--- src/rtl/spi_target_if.sv ---
// SPI pin bundle plus register-write and status sideband for spi_target.
// The target takes the slave modport and the controller/bench takes the master modport.
interface spi_target_if;
  logic       sclk_i;
  logic       cs_n_i;
  logic       mosi_i;
  logic       miso_o;
  logic       wr_valid_o;
  logic [6:0] wr_addr_o;
  logic [7:0] wr_data_o;
  logic       rd_done_o;
  logic       err_o;
  logic       busy_o;

  modport slave (
    input  sclk_i, cs_n_i, mosi_i,
    output miso_o, wr_valid_o, wr_addr_o, wr_data_o, rd_done_o, err_o, busy_o
  );

  modport master (
    output sclk_i, cs_n_i, mosi_i,
    input  miso_o, wr_valid_o, wr_addr_o, wr_data_o, rd_done_o, err_o, busy_o
  );
endinterface

--- src/rtl/spi_target.sv ---
// SPI register target, oversampled by pclk_i: an LSB-first address byte (bit7 = write)
// followed by a data byte that is either written into or read out of a small register file.
module spi_target #(
  parameter int NUM_REGS    = 8,
  parameter int SYNC_STAGES = 2
) (
  input  logic         pclk_i,
  input  logic         prst_i,
  spi_target_if.slave  bus
);
  localparam int         AW         = (NUM_REGS > 1) ? $clog2(NUM_REGS) : 1;
  localparam int         DEPTH      = 1 << AW;
  localparam logic [7:0] NUM_REGS_B = 8'(NUM_REGS);

  typedef enum logic [1:0] {S_IDLE, S_ADDR, S_WDATA, S_RDATA} state_t;

  state_t     state_reg, state_next;
  logic [2:0] cnt_reg, cnt_next;
  logic [7:0] addr_reg, addr_next;
  logic [7:0] data_reg, data_next;
  logic [7:0] rd_data_reg, rd_data_next;
  logic       miso_reg, miso_next;
  logic       do_write, rd_done_next, err_next;

  logic       wr_valid_reg, rd_done_reg, err_reg;
  logic [6:0] wr_addr_reg;
  logic [7:0] wr_data_reg;
  logic [7:0] regs_reg [DEPTH];

  // Each stage holds {sclk, cs_n, mosi}; all three travel through the same depth.
  logic [SYNC_STAGES-1:0][2:0] sync_reg;
  logic sclk_prev_reg;
  logic sclk_s, cs_s, mosi_s, fall;

  assign sclk_s = sync_reg[SYNC_STAGES-1][2];
  assign cs_s   = sync_reg[SYNC_STAGES-1][1];
  assign mosi_s = sync_reg[SYNC_STAGES-1][0];
  assign fall   = sclk_prev_reg & ~sclk_s;

  function automatic logic in_range(input logic [6:0] a);
    return {1'b0, a} < NUM_REGS_B;
  endfunction

  always_ff @(posedge pclk_i or negedge prst_i) begin
    if (!prst_i) begin
      state_reg <= S_IDLE;
      cnt_reg   <= 3'd0;
    end else begin
      state_reg <= state_next;
      cnt_reg   <= cnt_next;
    end
  end

  always_comb begin
    state_next   = state_reg;
    cnt_next     = cnt_reg;
    addr_next    = addr_reg;
    data_next    = data_reg;
    rd_data_next = rd_data_reg;
    miso_next    = miso_reg;
    do_write     = 1'b0;
    rd_done_next = 1'b0;
    err_next     = 1'b0;

    if (state_reg == S_IDLE) begin
      if (!cs_s) begin
        state_next = S_ADDR;
        cnt_next   = 3'd0;
      end
    end else if (cs_s) begin
      // Controller deselected mid-frame: drop everything collected so far.
      state_next   = S_IDLE;
      cnt_next     = 3'd0;
      addr_next    = 8'h00;
      data_next    = 8'h00;
      rd_data_next = 8'h00;
      miso_next    = 1'b1;
    end else if (fall) begin
      cnt_next = cnt_reg + 3'd1;
      unique case (state_reg)
        S_ADDR: begin
          addr_next[cnt_reg] = mosi_s;
          if (cnt_reg == 3'd7) begin
            if (addr_next[7]) begin
              state_next = S_WDATA;
            end else begin
              state_next   = S_RDATA;
              rd_data_next = in_range(addr_next[6:0]) ? regs_reg[addr_next[AW-1:0]] : 8'hFF;
              miso_next    = rd_data_next[0];
            end
          end
        end
        S_WDATA: begin
          data_next[cnt_reg] = mosi_s;
          if (cnt_reg == 3'd7) begin
            state_next = S_ADDR;
            do_write   = in_range(addr_reg[6:0]);
            err_next   = ~in_range(addr_reg[6:0]);
          end
        end
        S_RDATA: begin
          if (cnt_reg == 3'd7) begin
            state_next   = S_ADDR;
            miso_next    = 1'b1;
            rd_done_next = 1'b1;
            err_next     = ~in_range(addr_reg[6:0]);
          end else begin
            miso_next = rd_data_reg[cnt_next];
          end
        end
        default: state_next = S_IDLE;
      endcase
    end
  end

  always_ff @(posedge pclk_i or negedge prst_i) begin
    if (!prst_i) begin
      sync_reg      <= '1;
      sclk_prev_reg <= 1'b1;
      addr_reg      <= 8'h00;
      data_reg      <= 8'h00;
      rd_data_reg   <= 8'h00;
      miso_reg      <= 1'b1;
      wr_valid_reg  <= 1'b0;
      wr_addr_reg   <= 7'h00;
      wr_data_reg   <= 8'h00;
      rd_done_reg   <= 1'b0;
      err_reg       <= 1'b0;
      for (int i = 0; i < DEPTH; i++) regs_reg[i] <= 8'h00;
    end else begin
      sync_reg[0] <= {bus.sclk_i, bus.cs_n_i, bus.mosi_i};
      for (int i = 1; i < SYNC_STAGES; i++) sync_reg[i] <= sync_reg[i-1];
      sclk_prev_reg <= sclk_s;
      addr_reg      <= addr_next;
      data_reg      <= data_next;
      rd_data_reg   <= rd_data_next;
      miso_reg      <= miso_next;
      wr_valid_reg  <= do_write;
      rd_done_reg   <= rd_done_next;
      err_reg       <= err_next;
      if (do_write) begin
        regs_reg[addr_reg[AW-1:0]] <= data_next;
        wr_addr_reg                <= addr_reg[6:0];
        wr_data_reg                <= data_next;
      end
    end
  end

  assign bus.miso_o     = miso_reg;
  assign bus.wr_valid_o = wr_valid_reg;
  assign bus.wr_addr_o  = wr_addr_reg;
  assign bus.wr_data_o  = wr_data_reg;
  assign bus.rd_done_o  = rd_done_reg;
  assign bus.err_o      = err_reg;
  assign bus.busy_o     = (state_reg != S_IDLE);
endmodule

--- src/flat_wrapper.sv ---
// flat-port wrapper written by rule: the top's interface ports become plain ports
module spi_target_flat 
#(
  parameter int NUM_REGS    = 8,
  parameter int SYNC_STAGES = 2
)
  (pclk_i, prst_i, bus_sclk_i, bus_cs_n_i, bus_mosi_i, bus_miso_o, bus_wr_valid_o, bus_wr_addr_o, bus_wr_data_o, bus_rd_done_o, bus_err_o, bus_busy_o);
  spi_target_if bus_i ();
  input  logic pclk_i;
  input  logic prst_i;
  input wire logic [$bits(bus_i.sclk_i)-1:0] bus_sclk_i;
  input wire logic [$bits(bus_i.cs_n_i)-1:0] bus_cs_n_i;
  input wire logic [$bits(bus_i.mosi_i)-1:0] bus_mosi_i;
  output wire logic [$bits(bus_i.miso_o)-1:0] bus_miso_o;
  output wire logic [$bits(bus_i.wr_valid_o)-1:0] bus_wr_valid_o;
  output wire logic [$bits(bus_i.wr_addr_o)-1:0] bus_wr_addr_o;
  output wire logic [$bits(bus_i.wr_data_o)-1:0] bus_wr_data_o;
  output wire logic [$bits(bus_i.rd_done_o)-1:0] bus_rd_done_o;
  output wire logic [$bits(bus_i.err_o)-1:0] bus_err_o;
  output wire logic [$bits(bus_i.busy_o)-1:0] bus_busy_o;
  assign bus_i.sclk_i = bus_sclk_i;
  assign bus_i.cs_n_i = bus_cs_n_i;
  assign bus_i.mosi_i = bus_mosi_i;
  assign bus_miso_o = bus_i.miso_o;
  assign bus_wr_valid_o = bus_i.wr_valid_o;
  assign bus_wr_addr_o = bus_i.wr_addr_o;
  assign bus_wr_data_o = bus_i.wr_data_o;
  assign bus_rd_done_o = bus_i.rd_done_o;
  assign bus_err_o = bus_i.err_o;
  assign bus_busy_o = bus_i.busy_o;
  spi_target #(.NUM_REGS(NUM_REGS), .SYNC_STAGES(SYNC_STAGES)) u_core (.pclk_i(pclk_i), .prst_i(prst_i), .bus(bus_i));
endmodule
--- config.mk ---
export PLATFORM = sky130hd
export DESIGN_NAME = spi_target_flat
export DESIGN_NICKNAME = d
export VERILOG_FILES = /design/src/rtl/spi_target_if.sv /design/src/rtl/spi_target.sv /design/src/flat_wrapper.sv
export SDC_FILE = /design/constraint.sdc
export NUM_CORES = 1
export LEC_CHECK = 0
export BUFFER_PORTS_ARGS = -buffer_cell sky130_fd_sc_hd__buf_4
export CORE_ASPECT_RATIO = 0.5
export CORE_MARGIN = 2
export CORE_UTILIZATION = 55
export DETAILED_ROUTE_END_ITERATION = 8
export GPL_TIMING_DRIVEN = 0
export PLACE_DENSITY = 0.75
export SLEW_MARGIN = 20
export SYNTH_ARGS = -nofsm -noshare
export SYNTH_HDL_FRONTEND = slang
export SYNTH_SLANG_ARGS = --single-unit
--- constraint.sdc ---
create_clock -name pclk_i -period 2.4 [get_ports pclk_i]
set_input_delay 0.36 -clock pclk_i [delete_from_list [all_inputs] [get_ports pclk_i]]
set_output_delay 0.36 -clock pclk_i [all_outputs]
set_load 0.01 [all_outputs]
==> results.cfg <==
[status]
status = complete, but fails checks
violations = negative setup slack

[floorplan]
fp.dieH_um = 74.5
die_w_um = 145
die_area_um2 = 10800
initial_core_util_pct = 57.2
std_cell_rows = 25
core_um2 = 9540
top_level_ports = 25

[timing]
fin_skew_ps = 7.44
worst_slack_ps = -120
period_share_pct = 105
slew_viol_final = 0
setup_viol = 43
fmaxAchievable_ghz = 0.397
fin_crit_ps = 2520
rsz0062_at_grt = yes
maxSlewHeadroom_pct = 53.9
hold_viol_final = 0
worst_pin_slew_ps = 687

[route]
postRouteAntennaNets = 0
via_count = 4354
viasPerCell = 6.15
drc = 0
drtIter0Drc = 417
drt_first_pass_iters = 5
wl_per_cell_um = 21.1
wl_um = 15000

[power]
ir_worst_vdd_mv = 0.579
leakage_nw = 3.30
powerDensity_nw_per_um2 = 699

[cts]
clk_latency_ps = 410
cts_tree = built
clock-sinks = 119
cts_max_path_buffers = 2
h-tree-depth = 4
cts.clk_slew.worst_paths_ps = 60
cts_buffers = 17
clock_tree.root_cell = clkbuf_16

[critical_path]
cp-startpoint = u_core.addr_reg[6]$_DFFE_PN0P_
r2r_slack_ps = -120
slowest_delay_ps = 520
ff2ff_path_depth = 8
worstPathRequired_ps = 2690
reg2reg_to = u_core.regs_reg[49]$_DFFE_PN0P_
crit_chain = or4_4, or4_4, buf_4, buf_6, nor2_4, nand3b_1, buf_6, mux2_2
worstPathMaxFanout = 8
arrival_ps = 2810
crit_path_end = u_core.regs_reg[49]$_DFFE_PN0P_
cpMaxStageDelayCell = or4_4
setup.worst_path.start_class = register
cp-end-kind = register
critical_path_class = reg2reg
worstReg2RegStart = u_core.addr_reg[6]$_DFFE_PN0P_

[synthesis]
synth_cells = 480
yosysSeqAreaShare_pct = 54.7
synth-async-reset-ratio_pct = 100
ys_seq_elements = 119
yosysWarnings = 0
synth_edf_count = 0
synth.net_count = 487
synth_flop_cell = dfrtp_1
synth.distinct_cells = 51
syn_area_per_cell_um2 = 11.4
netlist_area_um2 = 5460

[global_routing]
grt_max_degree = 62
antenna_found_initial = 0
grt_overflow = 0
grt_usage_pct = 27.8
grt_pass1_vias = 4198
grt_first_pass_wirelength_um = 22500

[final_layout]
area_delta_synth_final_pct = 30.5
nets = 568
drive_above_1_share_pct = 37.7
antenna_cells = 0
stdcell_count = 708
final_core_util_pct = 74.7
largest_reg_flops = 64

[min_path]
hp-start = bus_cs_n_i
hp-class = in2reg
hold_depth = 1

[placement]
io_buffers = 24
place_congestion = 0.873
hpwlAfterDp_um = 9040
dp.cells = 640
place_ws_ps = -652

[flow_run]
maxCapViolCount = 0
[cell usage after synthesis, types with 5 or more instances]
| cell type | count | share of area (%) |
|---|---|---|
| nand3b_1 | 7 | 0.96 |
| nor2_1 | 13 | 0.89 |
| o21ai_0 | 52 | 4.8 |
| dfstp_2 | 8 | 3.8 |
| clkbuf_1 | 16 | 1.1 |
| and2_1 | 5 | 0.57 |
| nand2_1 | 76 | 5.2 |
| nand3_1 | 7 | 0.64 |
| a21oi_1 | 12 | 1.1 |
| nor3b_1 | 6 | 0.82 |
| o221a_2 | 5 | 1.0 |
| o21a_1 | 7 | 0.96 |
| nor3_1 | 5 | 0.46 |
| mux2i_1 | 24 | 4.4 |
| inv_1 | 11 | 0.76 |
| a22oi_1 | 10 | 1.4 |
| mux2_2 | 22 | 4.5 |
| mux4_2 | 12 | 4.9 |
| dfrtp_1 | 111 | 51 |
| mux2_4 | 8 | 2.2 |
| o21ai_1 | 10 | 0.92 |
[cells by family after synthesis]
family | Yosys count | synth area share [%]
AOI/OAI and AO/OA | 111 | 12.5
xor gates and xnor gates | 1 | 0.160
adders and majority gates | 2 | 0.458
buffers and inverters | 40 | 3.44
DFF | 119 | 54.7
muxes | 67 | 16.3
and+or+nand+nor | 140 | 12.5
[routing by layer]
metal | part of all wire (%) | vias to the layer above | GRT usage [%]
li1 | - | 1902 | -
met1 | 44 | 2209 | 38.7
met2 | 47 | 205 | 44.1
met3 | 7.8 | 38 | 7.48
met4 | 1.8 | 0 | 8.03
met5 | 0 | - | 0
[stage by stage]
stage               hold slack (ps)  area [um2]  TNS, ps  power (W)
finish                         55.2        7130    -2930    0.00498
global route                   38.8        7130    -5480    0.00512
CTS                            48.4        6850     -785    0.00495
detailed placement              349        5860   -15920    0.00225
global placement                345        5830   -13310    0.00224
floorplan                      64.4        5480     -907    0.00217
[where the power goes]
group	internal [W]	leakage, nW	switching (W)
clock	0.00174	0.285	0.000966
combinational	0.0000997	1.38	0.000136
sequential	0.00203	1.63	0.0000142
[final cells by class]
class                           instances  area (um2)
Buffer                                 22         176
Clock buffer                           17         425
Clock inverter                         14         200
Fill cell                             579        2410
Inverter                               12        50.0
Multi-Input combinational cell        321        2530
Sequential cell                       119        2990
Tap cell                              135         169
Timing Repair Buffer                   68         588
[worst min path at each step]
stage / to
after floorplan: u_core.addr_reg[0]$_DFFE_PN0P_
after global placement: u_core.mosi_s$_DFF_PN1_
after detailed placement: u_core.cs_s$_DFF_PN1_
after CTS: u_core.sync_reg[0]$_DFF_PN1_
after global routing: u_core.sync_reg[0]$_DFF_PN1_
final: u_core.sync_reg[1]$_DFF_PN1_
[timing repair]
item,CTS,global route
gates resized for setup,47,69
cloned,2,1
hold buffers,1,0
hold endpoints to repair,53,0
pin swaps,4,6
setup endpoints to repair,85,86
setup buffers,27,12
[critical path, delay by kind of cell (launching register included)]
family | cells | cell delay (ps)
simple gates | 4 | 1210
flops | 1 | 420
buf+inv | 3 | 490
mux | 1 | 280
[cell usage in the layout, fill, tap and decap left out, types with 10 or more instances in the layout]
master,n
dfrtp_1,110
nand2_1,74
inv_1,11
mux4_2,12
clkbuf_16,18
o21ai_1,22
mux2i_1,20
mux2_2,21
buf_4,56
buf_6,13
a21oi_1,10
o21ai_0,35
(Power assumes the default switching activity.)
